[src/rtl/serial_chunk_adder.sv]
// Multi-cycle adder/subtractor: adds CHUNK bits per clock, LSB chunk first,
// and presents the registered result with a one-cycle done pulse.
module serial_chunk_adder #(
    parameter int unsigned WIDTH = 16,
    parameter int unsigned CHUNK = 4
) (
    input  logic             clk,
    input  logic             rst_n,
    input  logic             start,
    input  logic [WIDTH-1:0] A,
    input  logic [WIDTH-1:0] B,
    input  logic             Cin,
    input  logic             sub,
    output logic [WIDTH-1:0] S,
    output logic             Cout,
    output logic             V,
    output logic             busy,
    output logic             done
);

    localparam int unsigned N     = WIDTH / CHUNK;
    localparam int unsigned CNT_W = (N > 1) ? $clog2(N) : 1;
    localparam int unsigned SUM_W = CHUNK + 1;

    typedef enum logic [1:0] {
        IDLE = 2'd0,
        RUN  = 2'd1,
        DONE = 2'd2
    } state_t;

    state_t             state;
    logic [WIDTH-1:0]   a_q;
    logic [WIDTH-1:0]   b_q;
    logic [WIDTH-1:0]   acc;
    logic               carry;
    logic [CNT_W-1:0]   cnt;

    logic [SUM_W-1:0]   chunk_sum;
    logic [WIDTH-1:0]   acc_next;
    logic               last;

    // Current chunk sum and the accumulator with that chunk merged in
    always_comb begin
        chunk_sum = {1'b0, a_q[int'(cnt) * CHUNK +: CHUNK]}
                  + {1'b0, b_q[int'(cnt) * CHUNK +: CHUNK]}
                  + SUM_W'(carry);
        acc_next  = acc;
        acc_next[int'(cnt) * CHUNK +: CHUNK] = chunk_sum[CHUNK-1:0];
        last      = (cnt == CNT_W'(N - 1));
    end

    always_ff @(posedge clk or negedge rst_n) begin
        if (!rst_n) begin
            state <= IDLE;
            a_q   <= '0;
            b_q   <= '0;
            acc   <= '0;
            carry <= 1'b0;
            cnt   <= '0;
            S     <= '0;
            Cout  <= 1'b0;
            V     <= 1'b0;
            busy  <= 1'b0;
            done  <= 1'b0;
        end else begin
            done <= 1'b0;
            case (state)
                IDLE: begin
                    if (start) begin
                        a_q   <= A;
                        b_q   <= sub ? ~B : B;
                        carry <= sub ? 1'b1 : Cin;
                        cnt   <= '0;
                        acc   <= '0;
                        busy  <= 1'b1;
                        state <= RUN;
                    end
                end
                RUN: begin
                    acc   <= acc_next;
                    carry <= chunk_sum[CHUNK];
                    if (last) begin
                        // Result becomes visible only here; partial sums stay internal
                        S     <= acc_next;
                        Cout  <= chunk_sum[CHUNK];
                        V     <= (a_q[WIDTH-1] == b_q[WIDTH-1]) &&
                                 (acc_next[WIDTH-1] != a_q[WIDTH-1]);
                        busy  <= 1'b0;
                        done  <= 1'b1;
                        state <= DONE;
                    end else begin
                        cnt <= cnt + CNT_W'(1);
                    end
                end
                DONE: begin
                    state <= IDLE;
                end
                default: begin
                    busy  <= 1'b0;
                    state <= IDLE;
                end
            endcase
        end
    end

endmodule

[config.mk]
export PLATFORM = sky130hd
export DESIGN_NAME = serial_chunk_adder
export DESIGN_NICKNAME = d
export VERILOG_FILES = /design/src/rtl/serial_chunk_adder.sv
export SDC_FILE = /design/constraint.sdc
export NUM_CORES = 1
export LEC_CHECK = 0
export BUFFER_PORTS_ARGS = -buffer_cell sky130_fd_sc_hd__clkbuf_2
export CAP_MARGIN = 20
export CORE_ASPECT_RATIO = 1.25
export CORE_MARGIN = 1
export CORE_UTILIZATION = 45
export DETAILED_ROUTE_END_ITERATION = 7
export PLACE_DENSITY = 0.66
export SYNTH_ARGS = -nofsm -noshare
export SYNTH_HDL_FRONTEND = slang
export SYNTH_SLANG_ARGS = --single-unit
[constraint.sdc]
create_clock -name clk -period 3.09 [get_ports clk]
set_clock_uncertainty 0.05 [all_clocks]
set_input_delay 0.4635 -clock clk [delete_from_list [all_inputs] [get_ports clk]]
set_output_delay 0.4635 -clock clk [all_outputs]
set_load 0.01 [all_outputs]
Word level (Yosys, flattened, before mapping) --
Index checks and enable logic that the tools add are counted.
Cells by class: add/subtract/negate cells 4, bitwise operators 2, shift operators 4, reduce and logical (&&, ||, !) cells 9, equality and inequality tests 8, muxes and demuxes 18
Operators by type and width (count):
- $neg A4 Y34 | 1
- $shift A4 B34 Y16 const A | 1
- $shiftx A4 B34 Y16 | 1
- $mux W16 | 2
- $pmux W16 S2 | 1
- $shiftx A16 B5 Y4 | 2
- $bwmux W16 | 1
- $not A16 Y16 | 1
- $mux W2 | 4
- $pmux W2 S2 | 2
- $reduce_and A2 Y1 | 4
- $mux W1 | 6
- $ne A2 B2 Y1 const B | 3
- $reduce_and A3 Y1 | 2
- $add A4 B4 Y5 | 1
- $add A5 B1 Y5 | 1
- $eq A2 B2 Y1 const B | 2
- $pmux W1 S3 | 1
- $add A2 B1 Y2 const B | 1
- $eq A2 B1 Y1 const B | 1
- $logic_not A2 Y1 | 1
- $pmux W1 S2 | 1
- $reduce_bool A2 Y1 | 1
- $eq A1 B1 Y1 | 1
- 3 further kinds | 3
Storage, ports and cells: input bits 37, register bits after elaboration 73, output and inout bits 20

Logic depth before layout (Yosys ltp) --
Gate-level depths: netlist of run 1.
depth after elaboration 7, mapped depth 9

Worst setup path before layout of run 1 --
OpenSTA, ideal clock, no wires.
kind register to register, start point register cnt[0], end point register acc[9], path slack 0.433 ns, setup time 0.066 ns, path buffers 1, arrival time 2.540 ns, stages on the path, launching flop included 8, period minus slack after synthesis 2.657 ns, path through dfrtp_1 > buf_2 > mux4_2 > fa_1 > inv_1 > fa_1 > nor2_1 > a22o_1
Between the ends: longest elaborated chain between the ends 6, elaborated cells between the ends (all ways) 9, classes of those cells add/sub: 3; shift: 4; mux: 2
RTL lines:
- start: declaration | line 36 | logic [CNT_W-1:0] cnt;
- start signal: assignment | line 92 | cnt <= cnt + CNT_W'(1);
- $shiftx A16 B5 Y4 (on tied branches) | line 44, 45
- $add A4 B4 Y5 | line 45 | + {1'b0, b_q[int'(cnt) * CHUNK +: CHUNK]}
- $add A5 B1 Y5 | line 46 | + SUM_W'(carry);
- $shiftx A4 B34 Y16 | line 48 | acc_next[int'(cnt) * CHUNK +: CHUNK] = chunk_sum[CHUNK-1:0];
- $bwmux W16 (*) | line 48
- $pmux W16 S2 (*) | line 67 | case (state)
- end signal: assignment | line 80 | acc <= acc_next;
- end: declaration | line 34 | logic [WIDTH-1:0] acc;
Mark *: on every way between the ends. The rest lies on a longest branch, timed or not. A chain may end at the register's enable or synchronous reset.

Final worst setup path of run 1 --
start point register cnt[0], end point register acc[3]
The elaborated chain is that of the path after synthesis.

==> results of run 1 <==
[worst register-to-register path: stages (launching register included)]
cell and delay [ns]:
dfrtp_1 0.67, mux4_2 0.59, ha_1 0.37, nand3_1 0.16, a21boi_0 0.40, nor2_1 0.18
a32o_1 0.29
[worst min-delay path by stage]
stage                 startpoint                 to  slack, ns  depth (start not counted)
2_1_floorplan              rst_n   Cout$_DFFE_PN0P_       0.12                          0
3_3_place_gp   S[14]$_DFFE_PN0P_  S[14]$_DFFE_PN0P_       0.41                          2
3_5_place_dp    S[0]$_DFFE_PN0P_   S[0]$_DFFE_PN0P_       0.42                          2
4_1_cts                    rst_n   S[0]$_DFFE_PN0P_       0.17                          1
5_1_grt                    rst_n   S[0]$_DFFE_PN0P_       0.20                          1
6_report                   rst_n   S[0]$_DFFE_PN0P_       0.16                          1
[cells in the mapped netlist (2+ instances only)]
cell type | n | area share
mux2_2 | 16 | 0.051
a32o_1 | 8 | 0.023
dfrtp_1 | 73 | 0.52
nand2_1 | 23 | 0.024
mux4_2 | 8 | 0.051
nor3b_1 | 3 | 0.0064
a22o_1 | 8 | 0.020
inv_1 | 12 | 0.013
a21oi_1 | 29 | 0.041
nor2_1 | 22 | 0.023
a21o_1 | 6 | 0.013
nor3_1 | 2 | 0.0028
nand2b_1 | 2 | 0.0035
and2b_1 | 4 | 0.0085
fa_1 | 2 | 0.011
xnor2_1 | 17 | 0.042
o22a_1 | 3 | 0.0074
a22oi_1 | 3 | 0.0064
nor2b_1 | 7 | 0.012
clkbuf_1 | 9 | 0.0096
buf_2 | 8 | 0.011
or3_1 | 2 | 0.0035
o21ai_0 | 18 | 0.025
ha_1 | 9 | 0.032
o22ai_1 | 2 | 0.0035
[through the flow]
stage,util,setup WS (ns),cell area (µm²),hold slack [ns]
6_report,0.558,0.273,4180,0.156
5_1_grt,0.558,0.0568,4180,0.202
4_1_cts,0.558,0.242,4180,0.171
3_5_place_dp,0.527,0.276,3950,0.423
3_3_place_gp,0.527,0.350,3950,0.412
2_1_floorplan,-,0.433,3540,0.118
[layout make-up]
cell class	instances	area share
Sequential cell	73	0.437
Multi-Input combinational cell	209	0.382
Timing Repair Buffer	65	0.0863
Clock buffer	12	0.0371
Tap cell	92	0.0276
Clock inverter	4	0.0180
Inverter	13	0.0117
[logic make-up after synthesis]
| group | share of synthesized area |
|---|---|
| xor+xnor | 0.0421 |
| flops | 0.516 |
| simple gates | 0.109 |
| fa+ha+maj | 0.0432 |
| mux | 0.105 |
| buf+inv | 0.0347 |
| compound gates | 0.150 |
[per-layer routing]
| layer | share of wire | up-vias |
|---|---|---|
| met3 | 0.037 | 20 |
| met4 | 0.032 | 0 |
| met2 | 0.50 | 75 |
| met1 | 0.43 | 1247 |
| li1 | - | 1224 |
| met5 | 0 | - |
[power by group through the flow]
stage	Clock, mW	Sequential (mW)	Combinational (mW)
global placement	0	1.70	2.26
floorplan	0	1.61	1.70
finish	0.843	1.68	2.32
global route	0.912	1.75	2.57
detailed placement	0	1.71	2.31
CTS	0.866	1.69	2.32
[state kept, by name (all words and copies together) (netlist names)]
register  count
busy          1
cnt           2
carry         1
S            16
state         2
Cout          1
b_q          16
acc          16
V             1
done          1
a_q          16
==> impl_results.md, run 1 <==
- Cts hold-fix bufs: 0
- Ys Warns: 0
- Peak VDD IR: 508 µV
- Switching power of the nets: 1.95 mW
- Register area share after synthesis: 0.516
- Reg2reg start: cnt[0]$_DFFE_PN0P_
- Max Slew Vio Count: 0
- Initial antenna violation count: 0
- 1st-pass router iterations: 4
- Grt total ovfl: 0
- Min cycle time layout: 2.82 ns
- Register area: roughly 1800 µm²
- Final net count: 419
- CP Max Fanout: 9
- Slowest stage delay, CP: 0.67 ns
- Flop2flop setup slack: 0.27 ns
- Syn nets: 360
- Area of the mapped netlist: 3540 µm²
- Buf/Inv on CP: 0
- Crit Path Class: flop to flop
- # diodes: 0
- Max cap viols: 0
- Sw frac: 0.403
- Num ports: 57
- WP data arrival: ~3 ns
- Clock Latency Late Sink: 0.34 ns
- Commonest non-fill, non-tap cell in the layout: dfrtp_1
- Clock root cell: clkbuf_8
- CTS H-tree lvls: 3
- Internal power: ~2.9 mW
- Syn-to-layout area delta: 18.1%
- Leakage Power: approximately 1.9 nW
- Post-Route WL: about 7700 µm
- Yosys reg bits: 73
- Met1 Resource Use GR: 0.267
- Post-placement cell count: 452
- Met2 usage: 0.339
- Worst setup path endpoint: acc[3]$_DFFE_PN0P_
- Die height: ~100 µm
- Share of layout cells above drive strength 1: 0.285
- # clock sinks: 73
- WP depth: 6
- Top Usage Layer GRT: met2
- CP startpoint kind: flop
- Critical Path RT: 3.27 ns
- Crit path from: cnt[0]$_DFFE_PN0P_
- Combinational power share: 0.478
- R2r endpoint: acc[3]$_DFFE_PN0P_
- Wire per inst: 16.4 µm
- Final Total Pwr: roughly 4.8 mW
- Vias per cell: between 5 and 6
- PwrDens: approximately 1200 nW/µm²
- Slew @ Worst Pin: ~0.80 ns
- Cell count after synthesis: ~310
- Setup bufs post-CTS: 0
- Setup Viol. Count Final: 0
- Multi-input gate area: 1600 µm²
- Status: finished clean
- Avg Synthesized Cell Area: 11.3 µm²
- Total track usage: 0.209
- Die span in x: a little over 80 µm
- CTS Buffer Depth: 2
- RSZ-0062 raised after global routing: no
- Total CTS buffers: 9
- Die Area: 8220 µm²
- Post-synth EDFFs: 0
- Largest net degree at the start of global routing: 40
- Gp weighted congestion: about 0.79
- Met3 usage: 0.0290
- Ys async rst share: 1.00
- Detailed Place HPWL: between 5000 and 6000 µm
- Most frequent cells in the layout: 73 x dfrtp_1, 55 x clkbuf_2, 29 x a21oi_1
- Slew headroom: 0.466
- Fin Setup TNS: 0 ns
- Core area: roughly 7500 µm²
- Crit-path cells: mux4_2 -> ha_1 -> nand3_1 -> a21boi_0 -> nor2_1 -> a32o_1
- Final hold vios: 0
- Non-Filler Instances: 468
- Routed vias: 2,566
- Final antenna-violating net count: 0
- Global-route wire length before repair: 12,700 µm
- Vias in the first global route: 2,583
- CP Capture Type: flop
- Fill count: 668
- Clock power frac: 0.174
- Period utilisation layout: 0.912
- Port bufs: 56
- CP delay by family, top: compound AO/OA/AOI/OAI gates
- Prevailing post-synth register cell: dfrtp_1
- Post-synth cell types: 41
- HP Class: input pin to asynchronous set/reset pin
- Residual DRC: 0
- Slowest CP cell: dfrtp_1
- Initial Utilization: 0.472
- Peak Freq: around 350 MHz
- Rows: 35
- Initial DRC count: approximately 150
- CTS tree: yes
- R2R depth: 6
- Sequential share of power: 0.348
- Reg clk slew, reported paths: 0.07 ns
- CTS-repair resized insts: 0
Power figures use the tool's default switching activity.
==> run 2, diff against run 1 <==
--- a/config.mk
+++ b/config.mk
@@ -11,6 +11,7 @@
 export CORE_MARGIN = 1
 export CORE_UTILIZATION = 45
 export DETAILED_ROUTE_END_ITERATION = 7
+export GPL_TIMING_DRIVEN = 0
 export PLACE_DENSITY = 0.66
 export SYNTH_ARGS = -nofsm -noshare
 export SYNTH_HDL_FRONTEND = slang
==> run 2 against run 1 <==
- register-to-register slack got worse by 0.02 ns
- largest power group unchanged
- critical endpoint is now acc[14]$_DFFE_PN0P_
- highest routed layer unchanged
- power is 1.3% lower
- design area decreased by 0.72%
==> impl_results.md, run 2 (same netlist as run 1, synthesis figures left out) <==
- Max Slew Vio Count: 0 (unchanged)
- CTS Buffer Depth: 2 (unchanged)
- Initial DRC count: 126 (was 148)
- 1st-pass router iterations: 4 (unchanged)
- Vias in the first global route: 2,469 (was 2,583)
- Num ports: 57 (unchanged)
- Slowest CP cell: mux4_2 (was dfrtp_1)
- R2R depth: 8 (was 6)
- Slew headroom: 0.393 (was 0.466)
- Setup Viol. Count Final: 0 (unchanged)
- Fin worst setup slack: 0.253 ns (was 0.273 ns)
- Setup bufs post-CTS: 0 (unchanged)
- Largest net degree at the start of global routing: 40 (unchanged)
- Grt total ovfl: 0 (unchanged)
- Total CTS buffers: 9 (unchanged)
- Peak Freq: 352 MHz (was 355 MHz)
- Core area: 7490 µm² (unchanged)
- Die Area: 8220 µm² (unchanged)
- Status: finished clean (unchanged)
- Residual DRC: 0 (unchanged)
- Post-Route WL: 7300 µm (was 7670 µm)
- Most frequent cells in the layout: 72 x dfrtp_1, 55 x clkbuf_2, 29 x a21oi_1 (was 73 x dfrtp_1, 55 x clkbuf_2, 29 x a21oi_1)
- Initial Utilization: 0.472 (unchanged)
- CP most frequent cell: fa_1
- Worst setup path endpoint: acc[14]$_DFFE_PN0P_ (was acc[3]$_DFFE_PN0P_)
- Flop2flop setup slack: 0.25 ns (was 0.27 ns)
- Crit-path cells: buf_4 -> mux4_2 -> fa_1 -> inv_1 -> fa_1 -> xnor2_1 -> and2_1 -> a22o_1 (was mux4_2 -> ha_1 -> nand3_1 -> a21boi_0 -> nor2_1 -> a32o_1)
- Leakage Power: 1.90 nW (was 1.91 nW)
- CP Max Fanout: 10 (was 9)
- Clock Latency Late Sink: 0.35 ns (was 0.34 ns)
- Routed vias: 2,515 (was 2,566)
- Reg2reg start: cnt[0]$_DFFE_PN0P_ (unchanged)
- CP delay by family, top: adder cells (was compound AO/OA/AOI/OAI gates)
- Slew @ Worst Pin: 0.903 ns (was 0.801 ns)
- Register area: 1830 µm² (about the same)
- Min cycle time layout: 2.84 ns (was 2.82 ns)
- R2r endpoint: acc[14]$_DFFE_PN0P_ (was acc[3]$_DFFE_PN0P_)
- CP Capture Type: flop (unchanged)
- Vias per cell: 5.28 (was 5.48)
- Total track usage: 0.205 (was 0.209)
- Post-placement cell count: 460 (was 452)
- Pre-CTS setup slack: -0.0908 ns (was 0.276 ns)
- Reg clk slew, reported paths: 0.07 ns (about the same)
- CP startpoint kind: flop (unchanged)
- Detailed Place HPWL: 5480 µm (was 5630 µm)
- HP Class: input pin to asynchronous set/reset pin (unchanged)
- # clock sinks: 73 (unchanged)
- Period utilisation layout: 0.918 (was 0.912)
- Clock root cell: clkbuf_8 (unchanged)
- Slowest stage delay, CP: 0.56 ns (was 0.67 ns)
- Critical Path RT: 3.32 ns (was 3.27 ns)
- Final hold vios: 0 (unchanged)
- Gp weighted congestion: 0.819 (was 0.795)
- Fill count: 689 (was 668)
- CTS H-tree lvls: 3 (unchanged)
- Die height: 101 µm (unchanged)
- Wire per inst: 15.3 µm (was 16.4 µm)
- Syn-to-layout area delta: 17.2% (was 18.1%)
- Global-route wire length before repair: 12,400 µm (was 12,700 µm)
- # diodes: 0 (unchanged)
- Rows: 35 (unchanged)
- WP depth: 8 (was 6)
- Die span in x: 81.3 µm (unchanged)
- Non-Filler Instances: 476 (was 468)
- Final net count: 427 (was 419)
- Peak VDD IR: 642 µV (was 508 µV)
- Cts hold-fix bufs: 0 (unchanged)
- RSZ-0062 raised after global routing: no (unchanged)
- Commonest non-fill, non-tap cell in the layout: dfrtp_1 (unchanged)
- CTS-repair resized insts: 3 (was 0)
- Final Total Pwr: 4.78 mW (was 4.84 mW)
- Share of layout cells above drive strength 1: 0.276 (was 0.285)
- WP data arrival: 3.07 ns (was 3.00 ns)
- CTS tree: yes (unchanged)
- Crit Path Class: flop to flop (unchanged)
- Port bufs: 55 (was 56)
- Max cap viols: 0 (unchanged)
- PwrDens: 1150 nW/µm² (was 1160 nW/µm²)
- Crit path from: cnt[0]$_DFFE_PN0P_ (unchanged)
- Final antenna-violating net count: 0 (unchanged)
- Initial antenna violation count: 0 (unchanged)
- Buf/Inv on CP: 2 (was 0)
- Multi-input gate area: 1590 µm² (was 1600 µm²)
[run 2: final cells by class]
class | count | share of cell area
clock inverters | 3 | 0.00966
flip-flops and latches | 73 | 0.441
inverters | 13 | 0.0118
repair buffers | 56 | 0.0718
well taps | 92 | 0.0278
clock buffers | 13 | 0.0359
multi-input cells | 209 | 0.384
plain buffers | 17 | 0.0187
[run 2: how the worst min path moves through the flow]
stage	startpoint	to	slack, ns	cells after the start
floorplan	rst_n	Cout$_DFFE_PN0P_	0.12	0
global placement	S[5]$_DFFE_PN0P_	S[5]$_DFFE_PN0P_	0.41	2
detailed placement	S[8]$_DFFE_PN0P_	S[8]$_DFFE_PN0P_	0.42	2
CTS	rst_n	S[2]$_DFFE_PN0P_	0.06	1
global route	rst_n	S[2]$_DFFE_PN0P_	0.08	1
finish	rst_n	S[2]$_DFFE_PN0P_	0.05	1
[run 2: through the flow]
stage                     utilization  hold WS [ns]  area [µm²]  TNS [ns]
after floorplan                     -         0.118        3540         0
after global placement          0.524         0.412        3930    -0.291
after detailed placement        0.527         0.420        3950    -0.554
after CTS                       0.553        0.0584        4140         0
after global routing            0.554        0.0773        4150         0
final                           0.554        0.0515        4150         0
[run 2: routing by layer]
layer / up-vias / share of wire / global-route usage
li1: 1243 / - / -
met4: 0 / 0.027 / 0.0989
met3: 14 / 0.032 / 0.0362
met5: - / 0 / 0
met2: 59 / 0.49 / 0.329
met1: 1199 / 0.45 / 0.264
[run 2: power breakdown]
part           switching [mW]  internal (mW)
Combinational            1.44           1.01
Clock                   0.330          0.393
Sequential              0.233           1.37
Total                    2.00           2.78
==> run 3, diff against run 2 <==
--- a/config.mk
+++ b/config.mk
@@ -9,10 +9,10 @@
 export CAP_MARGIN = 20
 export CORE_ASPECT_RATIO = 1.25
 export CORE_MARGIN = 1
-export CORE_UTILIZATION = 45
+export CORE_UTILIZATION = 56
 export DETAILED_ROUTE_END_ITERATION = 7
 export GPL_TIMING_DRIVEN = 0
-export PLACE_DENSITY = 0.66
+export PLACE_DENSITY = 0.79
 export SYNTH_ARGS = -nofsm -noshare
 export SYNTH_HDL_FRONTEND = slang
 export SYNTH_SLANG_ARGS = --single-unit
==> run 3 against run 2 <==
- the run now ends with DRC left
- global-route usage up 5.7 points
- design area increased by 0.27%
- power rose by 4.0%
- via count rose by 4.3%
- clock-buffer cell count decreased by 1
- register-to-register slack about the same
- non-clock buffer count did not move
- sequential power about the same
- sequential cell count stayed put
- largest power group unchanged
==> impl_results.md, run 3 (same netlist as run 1, synthesis figures left out) <==
- HP Class: input pin to asynchronous set/reset pin (unchanged)
- Failing checks: DRC
- Final antenna-violating net count: 0 (unchanged)
- Share of layout cells above drive strength 1: 0.285 (was 0.276)
- Leakage Power: 1.91 nW (was 1.90 nW)
- # diodes: 0 (unchanged)
- Commonest non-fill, non-tap cell in the layout: dfrtp_1 (unchanged)
- Switching power of the nets: 2.13 mW (was 2.00 mW)
- Final hold vios: 0 (unchanged)
- Clock Latency Late Sink: 0.35 ns (about the same)
- Die span in x: 73.1 µm (was 81.3 µm)
- Max Slew Vio Count: 0 (unchanged)
- Post-placement cell count: 453 (was 460)
- CP startpoint kind: flop (unchanged)
- Routed vias: 2,624 (was 2,515)
- Grt total ovfl: 0 (unchanged)
- Status: finished with violations (was finished clean)
- Min cycle time layout: 2.84 ns (about the same)
- Setup Viol. Count Final: 0 (unchanged)
- Most frequent cells in the layout: 72 x dfrtp_1, 54 x clkbuf_2, 28 x a21oi_1 (was 72 x dfrtp_1, 55 x clkbuf_2, 29 x a21oi_1)
- CTS H-tree lvls: 3 (unchanged)
- Sequential share of power: 0.325 (was 0.336)
- CP Max Fanout: 9 (was 10)
- CTS tree: yes (unchanged)
- Syn-to-layout area delta: 17.5% (was 17.2%)
- Core Util, Final: 0.679 (was 0.554)
- Peak Freq: 352 MHz (about the same)
- Post-Route WL: 7560 µm (was 7300 µm)
- CP Capture Type: flop (unchanged)
- Max cap viols: 0 (unchanged)
- Crit Path Class: flop to flop (unchanged)
- PwrDens: 1200 nW/µm² (was 1150 nW/µm²)
- 1st-pass router iterations: 6 (was 4)
- Slew @ Worst Pin: 0.813 ns (was 0.903 ns)
- Slew headroom: 0.454 (was 0.393)
- Vias in the first global route: 2,692 (was 2,469)
- Period utilisation layout: 0.920 (was 0.918)
- Die height: 90.9 µm (was 101 µm)
- Global-route wire length before repair: 12,800 µm (was 12,400 µm)
- Combinational power share: 0.523 (was 0.513)
- CTS Buffer Depth: 2 (unchanged)
- Sw frac: 0.428 (was 0.419)
- Num ports: 57 (unchanged)
- Die Area: 6640 µm² (was 8220 µm²)
- Initial Utilization: 0.577 (was 0.472)
- Reg clk slew, reported paths: 0.07 ns (about the same)
- Peak VDD IR: 679 µV (was 642 µV)
- Cts hold-fix bufs: 0 (unchanged)
- Rows: 32 (was 35)
- Total track usage: 0.262 (was 0.205)
- Core area: 6130 µm² (was 7490 µm²)
- Detailed Place HPWL: 5510 µm (was 5480 µm)
- Port bufs: 55 (unchanged)
- Critical Path RT: 3.28 ns (was 3.32 ns)
- Final net count: 427 (unchanged)
- Residual DRC: 1 (was 0)
- Wire per inst: 16.2 µm (was 15.3 µm)
- Final Total Pwr: 4.98 mW (was 4.78 mW)
- Clock root cell: clkbuf_8 (unchanged)
- Largest net degree at the start of global routing: 44 (was 40)
- Total CTS buffers: 9 (unchanged)
- Internal power: 2.85 mW (was 2.78 mW)
- Initial antenna violation count: 0 (unchanged)
- WP data arrival: 3.04 ns (was 3.07 ns)
- Non-Filler Instances: 468 (was 476)
- # clock sinks: 73 (unchanged)
- Clock power frac: 0.153 (was 0.151)
- RSZ-0062 raised after global routing: no (unchanged)
- Initial DRC count: 142 (was 126)
- Vias per cell: 5.61 (was 5.28)
- Gp weighted congestion: 0.880 (was 0.819)
==> run 3: repair_timing <==
action / 4_1_cts / 5_1_grt
endpoints found under the setup margin: 12 / 12
endpoints found under the hold margin: 0 / 0
buffers inserted: 0 / 0
resized for setup: 2 / 5
==> run 3: final timing paths <==
kind                                          from                   to  slack, ns  cells after the start
worst max register to register  cnt[1]$_DFFE_PN0P_  acc[15]$_DFFE_PN0P_       0.25                      7
max in group asynchronous                    rst_n  b_q[10]$_DFFE_PN0P_       2.40                      2
worst min-delay path                         rst_n     S[0]$_DFFE_PN0P_       0.01                      1
min in group clk                              A[7]   a_q[7]$_DFFE_PN0P_       0.28                      2
worst max-delay path            cnt[1]$_DFFE_PN0P_  acc[15]$_DFFE_PN0P_       0.25                      7
worst min register to register   S[13]$_DFFE_PN0P_    S[13]$_DFFE_PN0P_       0.43                      2
==> run 3: area by class of cell <==
cell class	instances	area, µm²
timing repair buffer	56	298
tap	85	106
inverter	13	48.8
sequential	73	1830
fill	506	1970
clock inverter	3	40.0
multi-input combinational	209	1610
clock buffer	12	155
buffer	17	76.3
==> run 3: through the flow <==
stage	hold WS, ns	TNS (ns)	worst slack [ns]	instance area [µm²]
floorplan	0.118	0	0.433	3540
global placement	0.411	-0.791	-0.209	3920
detailed placement	0.407	-0.839	-0.206	3940
CTS	0.0255	0	0.0659	4140
global route	0.0435	0	0.105	4160
finish	0.0148	0	0.246	4160
==> run 3: worst max-delay path: stages, from the launching register on <==
cell,delay (ns)
dfrtp_1,0.40
clkbuf_1,0.45
mux4_2,0.41
ha_1,0.40
a21oi_2,0.25
and3b_1,0.33
nor2_1,0.16
a32o_1,0.29
==> run 3: power groups by stage <==
stage	Clock (mW)	Sequential, mW	Combinational (mW)
final	0.759	1.62	2.60
after global routing	0.796	1.67	2.86
after CTS	0.760	1.62	2.49
after detailed placement	0	1.63	2.46
after global placement	0	1.60	2.40
after floorplan	0	1.61	1.70
==> run 3: per-layer routing <==
metal | global-route usage | vias to the layer above | part of all wire
li1 | - | 1238 | -
met1 | 0.314 | 1290 | 0.41
met2 | 0.435 | 75 | 0.52
met3 | 0.0525 | 21 | 0.038
met4 | 0.141 | 0 | 0.029
met5 | 0 | - | 0
